<file path="src/rtl/key_hex_entry_ctrl_pkg.sv">
// Shared display types and the hex-to-7-segment lookup for the keypad entry path.
// Segment bit order: bit0..6 = a..g, bit7 = decimal point, 1 = lit.
package key_disp_pkg;

    typedef logic [7:0] seg_t;

    localparam seg_t SEG_BLANK = 8'h00;
    localparam seg_t SEG_DP    = 8'h80;

    function automatic seg_t hex2seg(input logic [3:0] hex);
        seg_t seg;
        case (hex)
            4'h0: seg = 8'h3F;
            4'h1: seg = 8'h06;
            4'h2: seg = 8'h5B;
            4'h3: seg = 8'h4F;
            4'h4: seg = 8'h66;
            4'h5: seg = 8'h6D;
            4'h6: seg = 8'h7D;
            4'h7: seg = 8'h07;
            4'h8: seg = 8'h7F;
            4'h9: seg = 8'h6F;
            4'hA: seg = 8'h77;
            4'hB: seg = 8'h7C;
            4'hC: seg = 8'h39;
            4'hD: seg = 8'h5E;
            4'hE: seg = 8'h79;
            4'hF: seg = 8'h71;
        endcase
        return seg;
    endfunction

endpackage

</file>
<file path="src/rtl/key_hex_entry_ctrl_key_press_detect.sv">
// Turns debounced key levels into single press events; when several keys rise
// together only the lowest index is reported, the others are dropped.
module key_press_detect #(
    parameter int KEY_NUM = 16
) (
    input  logic               external_clk,
    input  logic               external_rstn,
    input  logic [KEY_NUM-1:0] i_key,
    output logic               o_valid,
    output logic [3:0]         o_code
);

    logic [KEY_NUM-1:0] r_key_prev;
    logic [KEY_NUM-1:0] w_new;
    logic [3:0]         w_code;

    // NOTE: sequential state uses non-blocking assignments so every flop samples pre-edge values.
    always_ff @(posedge external_clk or negedge external_rstn) begin
        if (!external_rstn) r_key_prev <= '0;
        else                r_key_prev <= i_key;
    end

    assign w_new = i_key & ~r_key_prev;

    // Scan from the top down so the lowest set bit is the last one written.
    always_comb begin
        w_code = '0;
        for (int i = KEY_NUM - 1; i >= 0; i--) begin
            if (w_new[i]) w_code = 4'(i);
        end
    end

    assign o_valid = |w_new;
    assign o_code  = w_code;

endmodule

</file>
<file path="src/rtl/key_hex_entry_ctrl.sv">
// Keypad hex entry: shifts accepted key codes into a digit buffer and drives the
// 8-digit display with 7-segment patterns plus a blinking cursor dot.
module key_hex_entry_ctrl
    import key_disp_pkg::*;
#(
    parameter int NUM          = 8,
    parameter int KEY_NUM      = 16,
    parameter int BLINK_CYCLES = 25_000_000
) (
    input  logic                       external_clk,
    input  logic                       external_rstn,
    input  logic [KEY_NUM-1:0]         key_out,
    input  logic                       clr,
    output seg_t [NUM-1:0]             led_in,
    output logic [4*NUM-1:0]           value,
    output logic [$clog2(NUM+1)-1:0]   digit_cnt,
    output logic                       overflow,
    output logic                       press_pulse,
    output logic [3:0]                 press_code
);

    localparam int CNT_W   = $clog2(NUM + 1);
    localparam int BLINK_W = $clog2(BLINK_CYCLES);
    localparam logic [CNT_W-1:0]   CNT_FULL   = CNT_W'(NUM);
    localparam logic [BLINK_W-1:0] BLINK_LAST = BLINK_W'(BLINK_CYCLES - 1);

    logic                 w_valid;
    logic [3:0]           w_code;
    logic                 w_accept;

    logic [4*NUM-1:0]     r_value,     w_value_nxt;
    logic [CNT_W-1:0]     r_cnt,       w_cnt_nxt;
    logic                 r_overflow,  w_overflow_nxt;
    logic [BLINK_W-1:0]   r_blink_cnt, w_blink_cnt_nxt;
    logic                 r_phase,     w_phase_nxt;
    logic                 r_press_pulse;
    logic [3:0]           r_press_code;
    seg_t [NUM-1:0]       r_led,       w_led_nxt;

    key_press_detect #(
        .KEY_NUM (KEY_NUM)
    ) u_key_press_detect (
        .external_clk  (external_clk),
        .external_rstn (external_rstn),
        .i_key         (key_out),
        .o_valid       (w_valid),
        .o_code        (w_code)
    );

    // A clear in the same cycle swallows the press entirely.
    assign w_accept = w_valid & ~clr;

    // NOTE: every signal gets a default at the top of always_comb so no path infers a latch.
    always_comb begin
        w_value_nxt    = r_value;
        w_cnt_nxt      = r_cnt;
        w_overflow_nxt = r_overflow;
        if (clr) begin
            w_value_nxt    = '0;
            w_cnt_nxt      = '0;
            w_overflow_nxt = 1'b0;
        end else if (w_accept) begin
            w_value_nxt = {r_value[4*NUM-5:0], w_code};
            if (r_cnt == CNT_FULL) w_overflow_nxt = 1'b1;
            else                   w_cnt_nxt      = r_cnt + CNT_W'(1);
        end
    end

    // Cursor blink: any accept or clear restarts the period with the dot lit.
    always_comb begin
        w_blink_cnt_nxt = r_blink_cnt + BLINK_W'(1);
        w_phase_nxt     = r_phase;
        if (clr || w_accept) begin
            w_blink_cnt_nxt = '0;
            w_phase_nxt     = 1'b1;
        end else if (r_blink_cnt == BLINK_LAST) begin
            w_blink_cnt_nxt = '0;
            w_phase_nxt     = ~r_phase;
        end
    end

    // Display is built from next-state values so it changes on the same edge as value/digit_cnt.
    always_comb begin
        w_led_nxt = '0;
        for (int k = 0; k < NUM; k++) begin
            if (k < int'(w_cnt_nxt))
                w_led_nxt[k] = hex2seg(w_value_nxt[4*k +: 4]);
            else if (k == int'(w_cnt_nxt) && w_phase_nxt)
                w_led_nxt[k] = SEG_DP;
            else
                w_led_nxt[k] = SEG_BLANK;
        end
    end

    // NOTE: asynchronous active-low reset clears every register, including the display image.
    always_ff @(posedge external_clk or negedge external_rstn) begin
        if (!external_rstn) begin
            r_value       <= '0;
            r_cnt         <= '0;
            r_overflow    <= 1'b0;
            r_blink_cnt   <= '0;
            r_phase       <= 1'b1;
            r_press_pulse <= 1'b0;
            r_press_code  <= '0;
            r_led         <= '0;
        end else begin
            r_value       <= w_value_nxt;
            r_cnt         <= w_cnt_nxt;
            r_overflow    <= w_overflow_nxt;
            r_blink_cnt   <= w_blink_cnt_nxt;
            r_phase       <= w_phase_nxt;
            r_press_pulse <= w_accept;
            if (w_accept) r_press_code <= w_code;
            r_led         <= w_led_nxt;
        end
    end

    assign led_in      = r_led;
    assign value       = r_value;
    assign digit_cnt   = r_cnt;
    assign overflow    = r_overflow;
    assign press_pulse = r_press_pulse;
    assign press_code  = r_press_code;

endmodule
</file>
<file path="config.mk">
export PLATFORM = sky130hd
export DESIGN_NAME = key_hex_entry_ctrl
export DESIGN_NICKNAME = d
export VERILOG_FILES = /design/src/rtl/key_hex_entry_ctrl_pkg.sv /design/src/rtl/key_hex_entry_ctrl_key_press_detect.sv /design/src/rtl/key_hex_entry_ctrl.sv
export SDC_FILE = /design/constraint.sdc
export NUM_CORES = 1
export LEC_CHECK = 0
export CORE_MARGIN = 4
export CORE_UTILIZATION = 50
export DETAILED_ROUTE_END_ITERATION = 12
export PLACE_DENSITY = 0.81
export REMOVE_ABC_BUFFERS = 1
export SKIP_CTS_REPAIR_TIMING = 1
export SLEW_MARGIN = 10
export SYNTH_ARGS = -nofsm -noshare
export SYNTH_HDL_FRONTEND = slang
export SYNTH_SLANG_ARGS = --single-unit
</file>
<file path="constraint.sdc">
create_clock -name external_clk -period 10.08 [get_ports external_clk]
set_input_delay 1.008 -clock external_clk [delete_from_list [all_inputs] [get_ports external_clk]]
set_output_delay 1.008 -clock external_clk [all_outputs]
set_load 0.005 [all_outputs]
</file>
==> metrics.json <==
{
  "reg2reg_depth": {"value": 10},
  "reg2reg_from": {"value": "u_key_press_detect.r_key_prev[3]$_DFF_PN0_"},
  "timing.critical_path.from_type": {"value": "input pin"},
  "synth.distinct_cells": {"value": 65},
  "end_kind": {"value": "flip-flop"},
  "r2r_end": {"value": "led_in[46]$_DFF_PN0_"},
  "first_global_vias": {"value": 5915},
  "setup-tns-final": {"value": 0, "unit": "ns"},
  "tritoncts.num_buffers": {"value": 17},
  "synth_seq_area_share": {"value": 48.5, "unit": "%"},
  "power.density": {"value": 155, "unit": "nW/um^2"},
  "clk-insertion-delay-late": {"value": 0.42, "unit": "ns"},
  "cp.required": {"value": 10.40, "unit": "ns"},
  "status": {"value": "finished clean"},
  "postRouteAntennaNets": {"value": 0},
  "worst_hold_startpoint": {"value": "press_code[3]$_DFFE_PN0P_"},
  "globalRoute.totalOverflow": {"value": 0},
  "coreArea": {"value": 14800, "unit": "sq um"},
  "rsz0062_at_grt": {"value": "no"},
  "drt_initial_violations": {"value": 472},
  "routed_wire_length_per_instance": {"value": 17.8, "unit": "um"},
  "numClockSinks": {"value": 148},
  "maximum_clock_rate": {"value": 214, "unit": "MHz"},
  "number_of_cell_rows": {"value": 44},
  "num_antenna_cells": {"value": 0},
  "final_common_cell": {"value": "sky130_fd_sc_hd__dfrtp_1"},
  "netlist_instances": {"value": 737},
  "number_of_antenna_violations_at_the_first_check_in_global_routing": {"value": 0},
  "syn_avg_cell_area": {"value": 10.4, "unit": "sq um"},
  "cts-root-buf": {"value": "sky130_fd_sc_hd__clkbuf_16"},
  "timing.max_cap.violations": {"value": 0},
  "final-max-slew-violation-count": {"value": 0},
  "chipHeight": {"value": 132, "unit": "um"},
  "htree_num_levels": {"value": 4},
  "floorplan.io_pins": {"value": 125},
  "areaGrowthSynthToFinish": {"value": 26.2, "unit": "%"},
  "dr.pass1.iters": {"value": 5},
  "hold_end": {"value": "press_code[3]$_DFFE_PN0P_"},
  "routed_wl": {"value": 18.8, "unit": "mm"},
  "synth_flop_cell": {"value": "sky130_fd_sc_hd__dfrtp_1"},
  "yosys_register_bits": {"value": 148},
  "fin_crit_sh": {"value": 46.3, "unit": "%"},
  "grt_first_pass_wirelength": {"value": 30.5, "unit": "mm"},
  "number_of_cells_on_the_worst_hold_path": {"value": 1},
  "syn-cell-area": {"value": 7640, "unit": "sq um"},
  "tritoncts": {"value": "yes"},
  "final_cell_mix": {"value": "sky130_fd_sc_hd__dfrtp_1 (147), sky130_fd_sc_hd__clkdlybuf4s50_1 (122), sky130_fd_sc_hd__nand2_1 (62), sky130_fd_sc_hd__nor2_1 (62), sky130_fd_sc_hd__ha_1 (44)"},
  "postSynth.asyncResetShare": {"value": 100, "unit": "%"},
  "cp_data_arrival_time": {"value": 4.99, "unit": "ns"},
  "clock-skew-final": {"value": 0.00695, "unit": "ns"},
  "leakage": {"value": 4.26, "unit": "nW"},
  "relSlewSlack": {"value": 29.6, "unit": "%"},
  "cp_max_fo": {"value": 18},
  "grt_max_degree": {"value": 77},
  "initial_core_util": {"value": 51.8, "unit": "%"},
  "drt-vias-per-instance": {"value": 5.66},
  "gp_congestion": {"value": 0.919},
  "num-nets-final": {"value": 920},
  "die_x": {"value": 132, "unit": "um"},
  "die_area": {"value": 17300, "unit": "sq um"},
  "route.vias.total": {"value": 5970},
  "final_util": {"value": 65.4, "unit": "%"},
  "fraction_of_final_layout_cells_sized_beyond_drive_strength_1": {"value": 8.39, "unit": "%"},
  "vdd.ir_drop.worst": {"value": 110, "unit": "uV"},
  "path_category_of_the_worst_min_delay_check": {"value": "reg2reg"},
  "fillers": {"value": 1099},
  "slew_at_the_pin_with_the_worst_max_slew_slack": {"value": 1.04, "unit": "ns"},
  "port_buf_inserts": {"value": 124},
  "drc_violations": {"value": 0},
  "setup-violations-final": {"value": 0},
  "critical_path_class": {"value": "in2reg"},
  "dpl.hpwl": {"value": 12.6, "unit": "mm"},
  "synth-edff-count": {"value": 0},
  "worst_setup_hold_path_clk_slew": {"value": 0.06, "unit": "ns"},
  "track_usage": {"value": 21.7, "unit": "%"},
  "clockBufferDepth": {"value": 2},
  "yosysWarningCount": {"value": 0},
  "hold_viol_final": {"value": 0},
  "final_period_minus_worst_setup_slack": {"value": 4.67, "unit": "ns"},
  "rrSetupSlack": {"value": 6.23, "unit": "ns"}
}
## registers in the layout (all words and copies together) (netlist names)
signal                         cells
led_in                            64
press_pulse                        1
overflow                           1
r_blink_cnt                       25
r_phase                            1
u_key_press_detect.r_key_prev     16
press_code                         4
value                             32
digit_cnt                          4
## kinds of logic after synthesis
family / synth area share, %
adder cells (fa/ha/maj): 7.21
XOR/XNOR: 2.87
flip-flops: 48.5
AO/OA/AOI/OAI: 12.6
multiplexers: 6.26
buffers and inverters: 3.96
AND/OR/NAND/NOR: 18.6
## metrics by stage
stage          area [sq um]  worst slack, ns  total power [W]  hold slack (ns)  std cells
2_1_floorplan          7490             5.50         0.000721            0.469        708
3_3_place_gp           9000             5.14         0.000826            0.498       1022
3_5_place_dp           9000             4.90         0.000827            0.504       1022
4_1_cts                9640             5.33          0.00151            0.520       1054
5_1_grt                9640             5.16          0.00155            0.548       1054
6_report               9640             5.41          0.00150            0.519       1054
## layout make-up
type	count	area (sq um)	area share (%)
Clock inverter	8	146	1.52
Timing Repair Buffer	130	1280	13.3
Inverter	40	153	1.58
Clock buffer	24	492	5.10
Multi-Input combinational cell	520	3640	37.7
Sequential cell	148	3700	38.4
Tap cell	184	230	2.39
## how the worst max path moves through the flow
stage                     startpoint                   end  slack (ns)  cells after the start
after floorplan           key_out[3]  led_in[22]$_DFF_PN0_        5.50                      6
after global placement    key_out[3]  led_in[40]$_DFF_PN0_        5.14                      9
after detailed placement  key_out[3]  led_in[44]$_DFF_PN0_        4.90                      9
after CTS                 key_out[3]  led_in[44]$_DFF_PN0_        5.33                      9
after global routing      key_out[3]  led_in[59]$_DFF_PN0_        5.16                     12
final                     key_out[3]  led_in[46]$_DFF_PN0_        5.41                     11
## layer usage
layer / global-route usage [%] / wire (um)
met2: 35.2 / 9200
met1: 28.6 / 8260
met3: 5.77 / 1060
met5: 0 / 0
met4: 6.83 / 238
## power breakdown
| part | switching (W) | internal, W | leakage, nW |
|---|---|---|---|
| Clock | 0.000238 | 0.000440 | 0.310 |
| Sequential | 0.0000148 | 0.000627 | 1.98 |
| Combinational | 0.0000896 | 0.0000876 | 1.97 |
## synth_stat cells, drive strengths merged, types with 3 or more instances
master | n | share of area, %
a211oi | 13 | 1.3
buf | 13 | 1.2
o41ai | 3 | 0.34
clkbuf | 16 | 0.79
a21oi | 38 | 2.5
nor3b | 5 | 0.49
and3 | 11 | 0.90
ha | 44 | 7.2
o31ai | 3 | 0.47
nor3 | 22 | 1.6
nor4 | 8 | 0.85
nand2b | 17 | 1.4
nand4 | 7 | 0.57
xor2 | 14 | 1.6
nor2 | 65 | 3.3
o21ai | 24 | 1.6
o31a | 3 | 0.34
nor2b | 22 | 1.8
a311oi | 11 | 1.3
mux2i | 35 | 5.1
or2 | 9 | 0.74
nand3b | 9 | 0.88
a221oi | 12 | 1.5
inv | 40 | 2.0
nor4b | 4 | 0.46
nand3 | 14 | 0.92
mux2 | 4 | 0.59
o21a | 3 | 0.29
nand2 | 62 | 3.0
xnor2 | 11 | 1.3
a31o | 3 | 0.34
or4 | 3 | 0.29
or3 | 8 | 0.66
o311ai | 3 | 0.34
and2 | 5 | 0.41
dfrtp | 147 | 48
## critical path, stage by stage
cell and delay [ns]:
sky130_fd_sc_hd__clkdlybuf4s50_1 0.45, sky130_fd_sc_hd__nor2b_1 0.17, sky130_fd_sc_hd__or4_1 0.68, sky130_fd_sc_hd__nor4_4 0.80, sky130_fd_sc_hd__buf_4 0.41, sky130_fd_sc_hd__mux2i_1 0.53
sky130_fd_sc_hd__inv_1 0.20, sky130_fd_sc_hd__ha_1 0.26, sky130_fd_sc_hd__inv_1 0.10, sky130_fd_sc_hd__o21ai_0 0.09, sky130_fd_sc_hd__a221oi_1 0.27
(Power assumes the default switching activity.)
